## src/rtl/stream_arb_2to1.sv

```systemverilog
// stream_arb_2to1
//   Round-robin arbiter for two valid/ready source streams. The winning word goes
//   into a single registered output slot. out_sel records which source supplied
//   the word, so it can drive the select of a downstream 2:1 datapath mux.
//
//   Optional feature: define ARB_PKT_LOCK_EN to enable packet locking. This adds
//   in0_last, in1_last and out_last. A multi-beat packet then holds the grant on
//   its source until its last beat has been accepted.
//
// Ports
//   clk        in   1      rising-edge clock
//   rst        in   1      synchronous, active-high reset
//   in0_valid  in   1      source 0 has a word
//   in0_ready  out  1      source 0 word accepted this cycle
//   in0_data   in   WIDTH  source 0 payload
//   in0_last   in   1      (ARB_PKT_LOCK_EN) last beat of a source 0 packet
//   in1_valid  in   1      source 1 has a word
//   in1_ready  out  1      source 1 word accepted this cycle
//   in1_data   in   WIDTH  source 1 payload
//   in1_last   in   1      (ARB_PKT_LOCK_EN) last beat of a source 1 packet
//   out_valid  out  1      output slot holds a word
//   out_ready  in   1      sink takes the word this cycle
//   out_data   out  WIDTH  registered payload
//   out_sel    out  1      source of out_data (0 = in0, 1 = in1)
//   out_last   out  1      (ARB_PKT_LOCK_EN) registered last flag
module stream_arb_2to1 #(
  parameter int WIDTH = 8
) (
  input  logic             clk,
  input  logic             rst,
  input  logic             in0_valid,
  output logic             in0_ready,
  input  logic [WIDTH-1:0] in0_data,
`ifdef ARB_PKT_LOCK_EN
  input  logic             in0_last,
  input  logic             in1_last,
  output logic             out_last,
`endif
  input  logic             in1_valid,
  output logic             in1_ready,
  input  logic [WIDTH-1:0] in1_data,
  output logic             out_valid,
  input  logic             out_ready,
  output logic [WIDTH-1:0] out_data,
  output logic             out_sel
);

  // prio names the source that wins when both sources are valid.
  logic       prio;
  logic       load;
  logic [1:0] grant;
  logic       take0;
  logic       take1;

`ifdef ARB_PKT_LOCK_EN
  logic lock;
  logic lock_id;
  logic take_last;
`endif

  always_comb begin
    // NOTE: every signal gets a default at the top of the block. Without it, a path
    // that skips an assignment infers a latch.
    grant = 2'b00;
    // The slot can accept a word when it is empty or is being drained on this edge.
    load  = ~out_valid | out_ready;

    if (in0_valid && in1_valid) begin
      grant = prio ? 2'b10 : 2'b01;
    end else begin
      grant = {in1_valid, in0_valid};
    end

`ifdef ARB_PKT_LOCK_EN
    // While a packet is in flight, only its own source can win.
    if (lock) begin
      grant = lock_id ? {in1_valid, 1'b0} : {1'b0, in0_valid};
    end
`endif

    // Hold both ready signals low during reset, so no word is accepted on a reset edge.
    in0_ready = ~rst & load & grant[0];
    in1_ready = ~rst & load & grant[1];
    take0     = in0_valid & in0_ready;
    take1     = in1_valid & in1_ready;
`ifdef ARB_PKT_LOCK_EN
    take_last = take1 ? in1_last : in0_last;
`endif
  end

  // NOTE: state updates use non-blocking assignments. Every register then sees the
  // pre-edge values of the others, whatever the statement order.
  always_ff @(posedge clk) begin
    if (rst) begin
      // NOTE: the payload registers are reset as well. A reset leaves a
      // deterministic, known-zero word, not the remains of a discarded one.
      out_valid <= 1'b0;
      out_data  <= '0;
      out_sel   <= 1'b0;
      prio      <= 1'b0;
`ifdef ARB_PKT_LOCK_EN
      out_last  <= 1'b0;
      lock      <= 1'b0;
      lock_id   <= 1'b0;
`endif
    end else if (take0 || take1) begin
      out_valid <= 1'b1;
      out_data  <= take1 ? in1_data : in0_data;
      out_sel   <= take1;
`ifdef ARB_PKT_LOCK_EN
      out_last  <= take_last;
      if (take_last) begin
        lock <= 1'b0;
        prio <= ~take1;
      end else begin
        // prio stays put mid-packet. It rotates only once the packet ends.
        lock    <= 1'b1;
        lock_id <= take1;
      end
`else
      prio      <= ~take1;
`endif
    end else if (out_ready) begin
      // The slot drained and nothing replaced it. The payload keeps its last value.
      out_valid <= 1'b0;
    end
  end

endmodule

```

## config.mk

```make
export PLATFORM = sky130hd
export DESIGN_NAME = stream_arb_2to1
export DESIGN_NICKNAME = d
export VERILOG_FILES = /design/src/rtl/stream_arb_2to1.sv
export SDC_FILE = /design/constraint.sdc
export NUM_CORES = 1
export LEC_CHECK = 0
export BUFFER_PORTS_ARGS = -buffer_cell sky130_fd_sc_hd__buf_4
export CORE_MARGIN = 3
export CORE_UTILIZATION = 35
export CTS_CLUSTER_SIZE = 8
export DETAILED_ROUTE_END_ITERATION = 8
export HOLD_SLACK_MARGIN = 0.1
export PLACE_DENSITY = 0.68
export SLEW_MARGIN = 20
export SYNTH_ARGS = -nofsm -noshare
export SYNTH_HDL_FRONTEND = slang
export SYNTH_SLANG_ARGS = --single-unit
```

## constraint.sdc

```tcl
create_clock -name clk -period 1.9 [get_ports clk]
set_input_delay 0 -clock clk [delete_from_list [all_inputs] [get_ports clk]]
set_output_delay 0 -clock clk [all_outputs]
set_load 0.01 [all_outputs]
```

==> flow_summary_export.csv, run 1 <==
group,metric,value,unit
timing,min_period_over_period,0.975,
final_layout,nets,136,
timing,rsz0062_at_grt,"no",
pwr,peakVddDrop,276,uV
detailed_routing,drc_errors,0,
outcome,status,"completed",
die,io_pins,33,
place,dpl.hpwl,1220,um
timing,finClkSkew,0.00505,ns
final_layout,diodes,0,
critical_path,cp_max_fo,5,
synth,synth_top_area_share,0.381,
detailed_routing,viasPerCell,5.31,
synth,syn-num-nets,80,
clocking,clk_pin_slew,0.08,ns
synth,synth_top_cell_by_area,"dfxtp_1",
grt,use_met3,0.0508,
detailed_routing,drtIter0Drc,8,
synth,seq_area_frac_synth,0.381,
critical_path,worstSetupPathType,"flip-flop to flip-flop",
grt,track_usage,0.190,
synth,synthDistinctLibCells,22,
timing,drv_slew,0,
place,dpl_cell_area,801,um2
critical_path,worstPathArrival,2.06,ns
timing,max_slew_margin,0.676,
synth,synth_seq_cells,11,
timing,tns,0,ns
final_layout,syn_to_final_growth,82.7,%
grt,use_met2,0.299,
detailed_routing,drtPass1Iterations,4,
synth,synth_area_leaders,"dfxtp_1, o31ai_1, o41ai_1, a221o_2, buf_6",
timing,min_period,1.85,ns
timing,clock.fmax,0.540,GHz
grt,grt_most_used_layer,"met2",
clocking,htreeDepth,1,
grt,overflow,0,
synth,syn_inst,59,
die,core,1520,um2
grt,grt_max_degree,18,
clocking,cts_tree,"yes",
die,die_h,46.6,um
grt,grt_pass1_vias,701,
timing,finalHoldViolations,0,
final_layout,drive_above_1_share,0.395,
final_layout,nFillCells,109,
grt,grt_pass1_wl,2930,um
detailed_routing,ant_nets,0,
die,die_area,2180,um2
clocking,numCtsBuffers,3,
place,gp_congestion,0.761,
clocking,cts_root_buffer,"clkbuf_4",
clocking,cts_buffer_depth,2,
timing,worst_pin_slew,0.482,ns
final_layout,postLayoutCellArea,1060,um2
job,cap_violations,0,
pwr,p_leak,0.497,nW
die,die_w,46.6,um
detailed_routing,avgRoutedWirePerCell,14.1,um
clocking,clk_latency,0.27,ns
die,start_util,0.379,
timing,setup_viol,0,
pwr,p_per_area,571,nW/um2
detailed_routing,drt-total-wl,1840,um
detailed_routing,vias,690,
critical_path,crit_path_end_kind,"flip-flop",
synth,synth_area_per_cell,9.80,um2
grt,globalRouteMet1Util,0.229,
synth,syn_area,578,um2
critical_path,critPathRequiredTime,2.11,ns
synth,yosys_warnings,0,
min_path,hp-class,"primary input to flip-flop",
die,rows,14,
place,port_buffers,32,
critical_path,ff2ff_setup_slack,0.05,ns
critical_path,worst_setup_path_start_kind,"flip-flop",
grt,antenna_found_initial,0,
clocking,clock-sinks,11,
-- where the power goes --
part | switching [mW] | leakage, nW | total, mW | internal (mW)
clock network | 0.0801 | 0.0150 | 0.161 | 0.0811
registers | 0.0119 | 0.0914 | 0.261 | 0.249
logic | 0.0737 | 0.390 | 0.181 | 0.107
-- Yosys cell counts --
library cell and number:
dfxtp_1 11, nand4_1 5, o31ai_1 5, a21oi_1 4, a31oi_1 4, inv_1 4
o41ai_1 4, a221o_2 3, buf_6 3, o211a_1 3, o211ai_1 2, a21o_1 1
and2b_4 1, clkbuf_1 1, inv_6 1, nand2b_1 1, nor2_1 1, nor2b_4 1
nor3_1 1, o21ai_0 1, or3_1 1, or4_4 1
-- state kept, by name, indices dropped and copies added, names as in the netlist --
register,flops
out_data,8
out_valid,1
out_sel,1
prio,1
-- final timing paths --
check	from	end	cells past startpoint
worst max-delay path	prio	out_data[1]	4
worst min-delay path	in0_valid	out_data[2]	3
worst max register to register	prio	out_data[1]	4
worst min register to register	out_sel	out_sel	2
-- placed cells by master, fill, tap and decap left out, types with 2 or more instances in the layout --
cell type	Yosys	layout
a21oi_1	4	4
a221o_2	3	3
a31oi_1	4	4
buf_4	0	34
clkbuf_4	0	3
dfxtp_1	11	10
dlygate4sd3_1	0	21
inv_1	4	4
nand4_1	5	5
o211a_1	3	3
o211ai_1	2	2
o31ai_1	5	5
o41ai_1	4	4
-- routing by layer --
metal / share of wire / wire, um
met5: 0 / 0
met2: 0.49 / 903
met1: 0.43 / 798
met4: 0.012 / 22
met3: 0.061 / 113
-- logic make-up after synthesis --
family / synth area share
AO/OA/AOI/OAI: 0.361
AND/OR/NAND/NOR: 0.152
buffers and inverters: 0.106
flip-flops: 0.381
-- layout make-up --
cell class	count	area, um2	area share
clock buffers	4	26.3	0.0249
inverters	5	23.8	0.0225
multi-input cells	39	297	0.281
flip-flops and latches	11	224	0.212
well taps	16	20.0	0.0190
repair buffers	55	465	0.441
-- metrics by stage --
stage / util / cells / power [mW] / setup slack (ns) / hold slack [ns]
after global placement: 0.525 / 103 / 0.406 / 0.447 / 0.218
final: 0.693 / 130 / 0.603 / 0.0466 / 0.102
after global routing: 0.693 / 130 / 0.637 / 0.00993 / 0.124
after floorplan: - / 59 / 0.338 / 0.470 / 0.0691
after detailed placement: 0.525 / 103 / 0.407 / 0.411 / 0.221
after CTS: 0.681 / 128 / 0.601 / 0.0262 / 0.164
-- critical path, stage by stage (launching register included) --
cell and delay [ns]:
dfxtp_4 0.36, and2b_4 0.20, or4_4 0.51, a31oi_1 0.16
dlygate4sd3_1 0.57
-- timing repair --
| item | in CTS | in global routing |
|---|---|---|
| setup endpoints to repair | 0 | 2 |
| endpoints found under the hold margin | 11 | 1 |
| hold buffers | 21 | 1 |
| setup buffers | 0 | 2 |
| resized for setup | 0 | 2 |
No activity file was read; power rests on OpenSTA's default activity.
==> run 2, diff against run 1 <==
Settings changed: PLACE_DENSITY 0.68 to 0.71.
Clock period 1.9 ns to 1.7 ns, I/O delays scaled along.
==> run 2 against run 1 <==
  * Die area unchanged
  * Utilization is 0.82 points higher
  * Power is 13% higher
  * Clock skew rose by 0.0043 ns
  * Sequential power is 12% higher
  * Final cell count increased by 0.77%
  * Via count is 7.8% higher
  * Clock power rose by 14%
  * Combinational power up 14%
  * Critical endpoint is now in0_ready
  * Largest cell class unchanged
  * Largest power group unchanged
==> flow_summary_export.csv, run 2 (synthesis gave the netlist of run 1 again) <==
group,metric,value,unit
pwr,total_power,0.683,mW
critical_path,reg2reg_to,"out_data[6]",
job,cap_violations,0,
final_layout,nets,137,
critical_path,ff2ff_setup_slack,0.11,ns
die,io_pins,33,
critical_path,crit_path_end_kind,"output port",
pwr,p_leak,0.494,nW
place,dp_slack,0.324,ns
detailed_routing,viasPerCell,5.68,
final_layout,layout_commonest_cell,"buf_4",
place,dpl.hpwl,1290,um
critical_path,cpPeakStageDelay,0.54,ns
critical_path,cp_max_fo,6,
timing,max_slew_margin,0.624,
min_path,hp-class,"primary input to flip-flop",
clocking,numCtsBuffers,3,
final_layout,drive_above_1_share,0.383,
die,die_area,2180,um2
clocking,cts_buffer_depth,2,
pwr,p_per_area,639,nW/um2
critical_path,rr_startpoint,"prio",
die,die_h,46.6,um
timing,setup_viol,0,
grt,overflow,0,
min_path,whs_endpoint,"prio",
final_layout,nFillCells,105,
place,gp_congestion,0.768,
final_layout,multiInputGateArea,300,um2
timing,drv_slew,0,
critical_path,worstSetupPathType,"primary input to output port",
timing,postLayoutSetupSlackWorst,0.0490,ns
final_layout,largest-register,"out_data",
timing,whs,0.130,ns
critical_path,r2r_cells,4,
timing,rsz0062_at_grt,"no",
die,core,1520,um2
detailed_routing,drtIter0Drc,14,
clocking,postCtsSetupBuffers,0,
critical_path,critPathLaunch,"in1_valid",
final_layout,syn_to_final_growth,84.8,%
final_layout,final_cell_mix,"buf_4, dlygate4sd3_1, dfxtp_1",
die,die_w,46.6,um
clocking,clk_pin_slew,0.08,ns
outcome,status,"completed",
timing,min_period_over_period,0.971,
grt,grt_pass1_vias,771,
critical_path,critPathRequiredTime,1.70,ns
critical_path,worstPathArrival,1.65,ns
place,dpl_cell_area,808,um2
min_path,min-delay-start,"out_ready",
detailed_routing,drtPass1Iterations,4,
critical_path,worst_setup_path_start_kind,"primary input",
grt,antenna_found_initial,0,
final_layout,postLayoutCellArea,1070,um2
final_layout,layout.area.seq,220,um2
detailed_routing,avgRoutedWirePerCell,16.0,um
timing,finClkSkew,0.00931,ns
min_path,hold_path_depth,4,
final_layout,largest_reg_flops,8,
place,port_buffers,32,
timing,finalHoldViolations,0,
die,start_util,0.379,
timing,tns,0,ns
timing,clock.fmax,0.606,GHz
clocking,clk_latency,0.27,ns
detailed_routing,drc_errors,0,
detailed_routing,drt-total-wl,2090,um
final_layout,diodes,0,
grt,grt_pass1_wl,3240,um
grt,track_usage,0.210,
critical_path,crit_buf_inv,3,
timing,worst_pin_slew,0.560,ns
critical_path,slowest_stage,"dlygate4sd3_1",
clocking,cts_root_buffer,"clkbuf_4",
die,rows,14,
critical_path,crit_family,"buffers and inverters",
critical_path,cpMostUsedCell,"buf_4",
clocking,cts_tree,"yes",
detailed_routing,ant_nets,0,
clocking,clock-sinks,11,
critical_path,cp_cell_sequence,"dlygate4sd3_1 -> buf_4 -> a21o_1 -> nor3_1 -> buf_4",
timing,min_period,1.65,ns
pwr,peakVddDrop,500,uV
clocking,htreeDepth,1,
detailed_routing,vias,744,
grt,grt_max_degree,10,
run 2: area by class of cell:
cell class / count / area share
well taps: 16 / 0.0187
repair buffers: 56 / 0.447
clock buffers: 4 / 0.0246
multi-input cells: 39 / 0.281
inverters: 5 / 0.0222
flip-flops and latches: 11 / 0.206
run 2: worst register-to-register path, delay by kind of cell, from the launching register on:
family | cells | cell delay, ns
AOI/OAI and AO/OA | 2 | 0.42
and+or+nand+nor | 1 | 0.14
DFF | 1 | 0.36
buffers and inverters | 1 | 0.59
run 2: through the flow:
stage / util / cells
4_1_cts: 0.699 / 131
6_report: 0.701 / 131
3_5_place_dp: 0.530 / 104
2_1_floorplan: - / 59
3_3_place_gp: 0.530 / 104
5_1_grt: 0.701 / 131
run 2: report_power, final:
| part | internal [mW] | switching, mW | leakage (nW) |
|---|---|---|---|
| clock | 0.0909 | 0.0925 | 0.0150 |
| sequential | 0.279 | 0.0144 | 0.0908 |
| combinational | 0.120 | 0.0864 | 0.388 |
| total | 0.490 | 0.193 | 0.494 |
run 2: how the worst max path moves through the flow:
| stage | endpoint | cells after the start |
|---|---|---|
| final | in0_ready | 5 |
| after detailed placement | out_data[7] | 4 |
| after CTS | out_data[2] | 6 |
| after global placement | out_data[3] | 4 |
| after floorplan | out_data[3] | 6 |
| after global routing | in0_ready | 5 |
run 2: layer usage:
layer	vias up	GRT usage	wire (um)
met5	-	0	0
met4	0	0.116	85
met3	14	0.0820	111
met2	33	0.354	1130
met1	345	0.221	763
li1	352	-	-
run 2: what timing repair did:
item / CTS / global route
hold endpoints to repair: 11 / 0
setup endpoints to repair: 0 / 5
gates resized for setup: 0 / 1
hold buffers: 23 / 0
==> run 3, diff against run 2 <==
Settings changed: BUFFER_PORTS_ARGS -buffer_cell sky130_fd_sc_hd__buf_4 to unset, CELL_PAD_IN_SITES_DETAIL_PLACEMENT set to 1, CELL_PAD_IN_SITES_GLOBAL_PLACEMENT set to 2, CORE_ASPECT_RATIO set to 1.5, CORE_UTILIZATION 35 to 28, DONT_BUFFER_PORTS set to 1, PLACE_DENSITY 0.71 to 0.7.
Clock period 1.7 ns to 1.5 ns, I/O delays scaled along.
==> run 3 against run 2 <==
  * Via count fell by 15%
  * Largest cell class is now multi-input combinational cells
  * Clock power is 15% higher
  * Sequential share of layout area is 5.0 points higher
  * Power increased by 4.5%
  * Worst hold slack worse by 0.012 ns
  * Die area grew 22%
  * Count of clock-buffer cells in the layout stayed put
  * Sequential cell count is the same
==> flow_summary_export.csv, run 3 (synthesis gave the netlist of run 1 again) <==
group,metric,value,unit
timing,finClkSkew,0.00324,ns
clocking,htreeDepth,1,
die,core,1900,um2
grt,track_usage,0.158,
outcome,status,"completed",
timing,min_period_over_period,0.978,
timing,max_slew_margin,0.717,
timing,finalHoldViolations,0,
place,dpl_cell_area,612,um2
die,rows,19,
clocking,cts_root_buffer,"clkbuf_4",
clocking,clock-sinks,11,
final_layout,layout_commonest_cell,"dlygate4sd3_1",
clocking,cts_buffer_depth,2,
die,die_w,43.1,um
detailed_routing,drtPass1Iterations,4,
final_layout,drive_above_1_share,0.239,
pwr,peakVddDrop,425,uV
timing,worst_pin_slew,0.425,ns
die,io_pins,33,
min_path,min-delay-start,"in0_valid",
grt,grt_pass1_vias,677,
critical_path,worst_setup_path_start_kind,"flip-flop",
clocking,clk_latency,0.27,ns
critical_path,rr_startpoint,"prio",
die,die_area,2660,um2
timing,whs,0.117,ns
final_layout,nets,110,
final_layout,largest_reg_flops,8,
detailed_routing,viasPerCell,5.82,
place,dpl.hpwl,1260,um
final_layout,nFillCells,220,
grt,overflow,0,
final_layout,final_core_util,0.454,
job,cap_violations,0,
critical_path,cp_max_fo,2,
pwr,p_per_area,827,nW/um2
critical_path,worstPathArrival,1.47,ns
critical_path,critPathRequiredTime,1.50,ns
clocking,cts_tree,"yes",
final_layout,largest-register,"out_data",
die,start_util,0.304,
detailed_routing,drc_errors,0,
detailed_routing,drt-total-wl,1900,um
die,die_h,61.6,um
final_layout,postLayoutCellArea,863,um2
timing,tns,0,ns
timing,rsz0062_at_grt,"yes",
critical_path,crit_path_end_kind,"output port",
timing,drv_slew,0,
grt,grt_pass1_wl,3120,um
grt,grt_max_degree,9,
pwr,p_leak,0.376,nW
detailed_routing,ant_nets,0,
critical_path,worstSetupPathType,"flip-flop to output port",
critical_path,critPathLaunch,"prio",
timing,setup_viol,0,
detailed_routing,avgRoutedWirePerCell,17.5,um
detailed_routing,vias,634,
place,port_buffers,0,
place,gp_congestion,0.757,
timing,min_period,1.47,ns
final_layout,diodes,0,
min_path,hp-class,"primary input to flip-flop",
clocking,clk_pin_slew,0.08,ns
final_layout,syn_to_final_growth,49.4,%
clocking,numCtsBuffers,3,
timing,clock.fmax,0.681,GHz
final_layout,final_cell_mix,"dlygate4sd3_1, dfxtp_1, buf_4",
grt,antenna_found_initial,0,
detailed_routing,drtIter0Drc,17,
## run 3: cell count changes in the layout (fill, tap and decap cells not counted), sizes merged
cell | previous run | this run
dlygate4sd3 | 23 | 19
buf | 33 | 10
clkinv | 0 | 1
inv | 5 | 4
## run 3: where the power goes
| group | switching [mW] | internal (mW) |
|---|---|---|
| clock network | 0.108 | 0.103 |
| registers | 0.0243 | 0.316 |
| logic | 0.0722 | 0.0902 |
## run 3: layout make-up
| type | instances | area, um2 | share of cell area |
|---|---|---|---|
| Tap cell | 21 | 26.3 | 0.0304 |
| Sequential cell | 11 | 221 | 0.257 |
| Timing Repair Buffer | 29 | 269 | 0.312 |
| Clock buffer | 4 | 26.3 | 0.0304 |
| Multi-Input combinational cell | 39 | 297 | 0.343 |
| Inverter | 5 | 23.8 | 0.0275 |
## run 3: critical path, stage by stage, from the launching register on
cell and delay [ns]:
dfxtp_2 0.34, and2b_4 0.18, or4_4 0.51, clkinv_4 0.07, buf_6 0.09
## run 3: timing repair
| item | CTS | global route |
|---|---|---|
| hold buffers | 19 | 0 |
| setup endpoints to repair | 1 | 3 |
| resized for setup | 2 | 1 |
| buffers inserted | 4 | 0 |
| pin swaps | 1 | 1 |
| hold endpoints to repair | 11 | 0 |
| gates cloned | 0 | 0 |
## run 3: routing by layer
| metal | track usage | vias to the layer above | wire length (um) |
|---|---|---|---|
| li1 | - | 299 | - |
| met1 | 0.175 | 290 | 722 |
| met2 | 0.271 | 41 | 960 |
| met3 | 0.0439 | 4 | 199 |
| met4 | 0.0862 | 0 | 22 |
| met5 | 0 | - | 0 |
## run 3: final timing paths
kind	cells after the start	slack (ns)	to
max	4	0.03	in1_ready
min	3	0.12	prio
max reg2reg	4	0.07	out_data[5]
min reg2reg	2	0.54	out_data[1]
## run 3: metrics by stage
stage / worst slack (ns) / instances / total power, mW
after floorplan: 0.0699 / 59 / 0.428
after global placement: 0.168 / 82 / 0.451
after detailed placement: 0.145 / 82 / 0.452
after CTS: -0.000754 / 109 / 0.718
after global routing: -0.000245 / 109 / 0.753
final: 0.0325 / 109 / 0.714
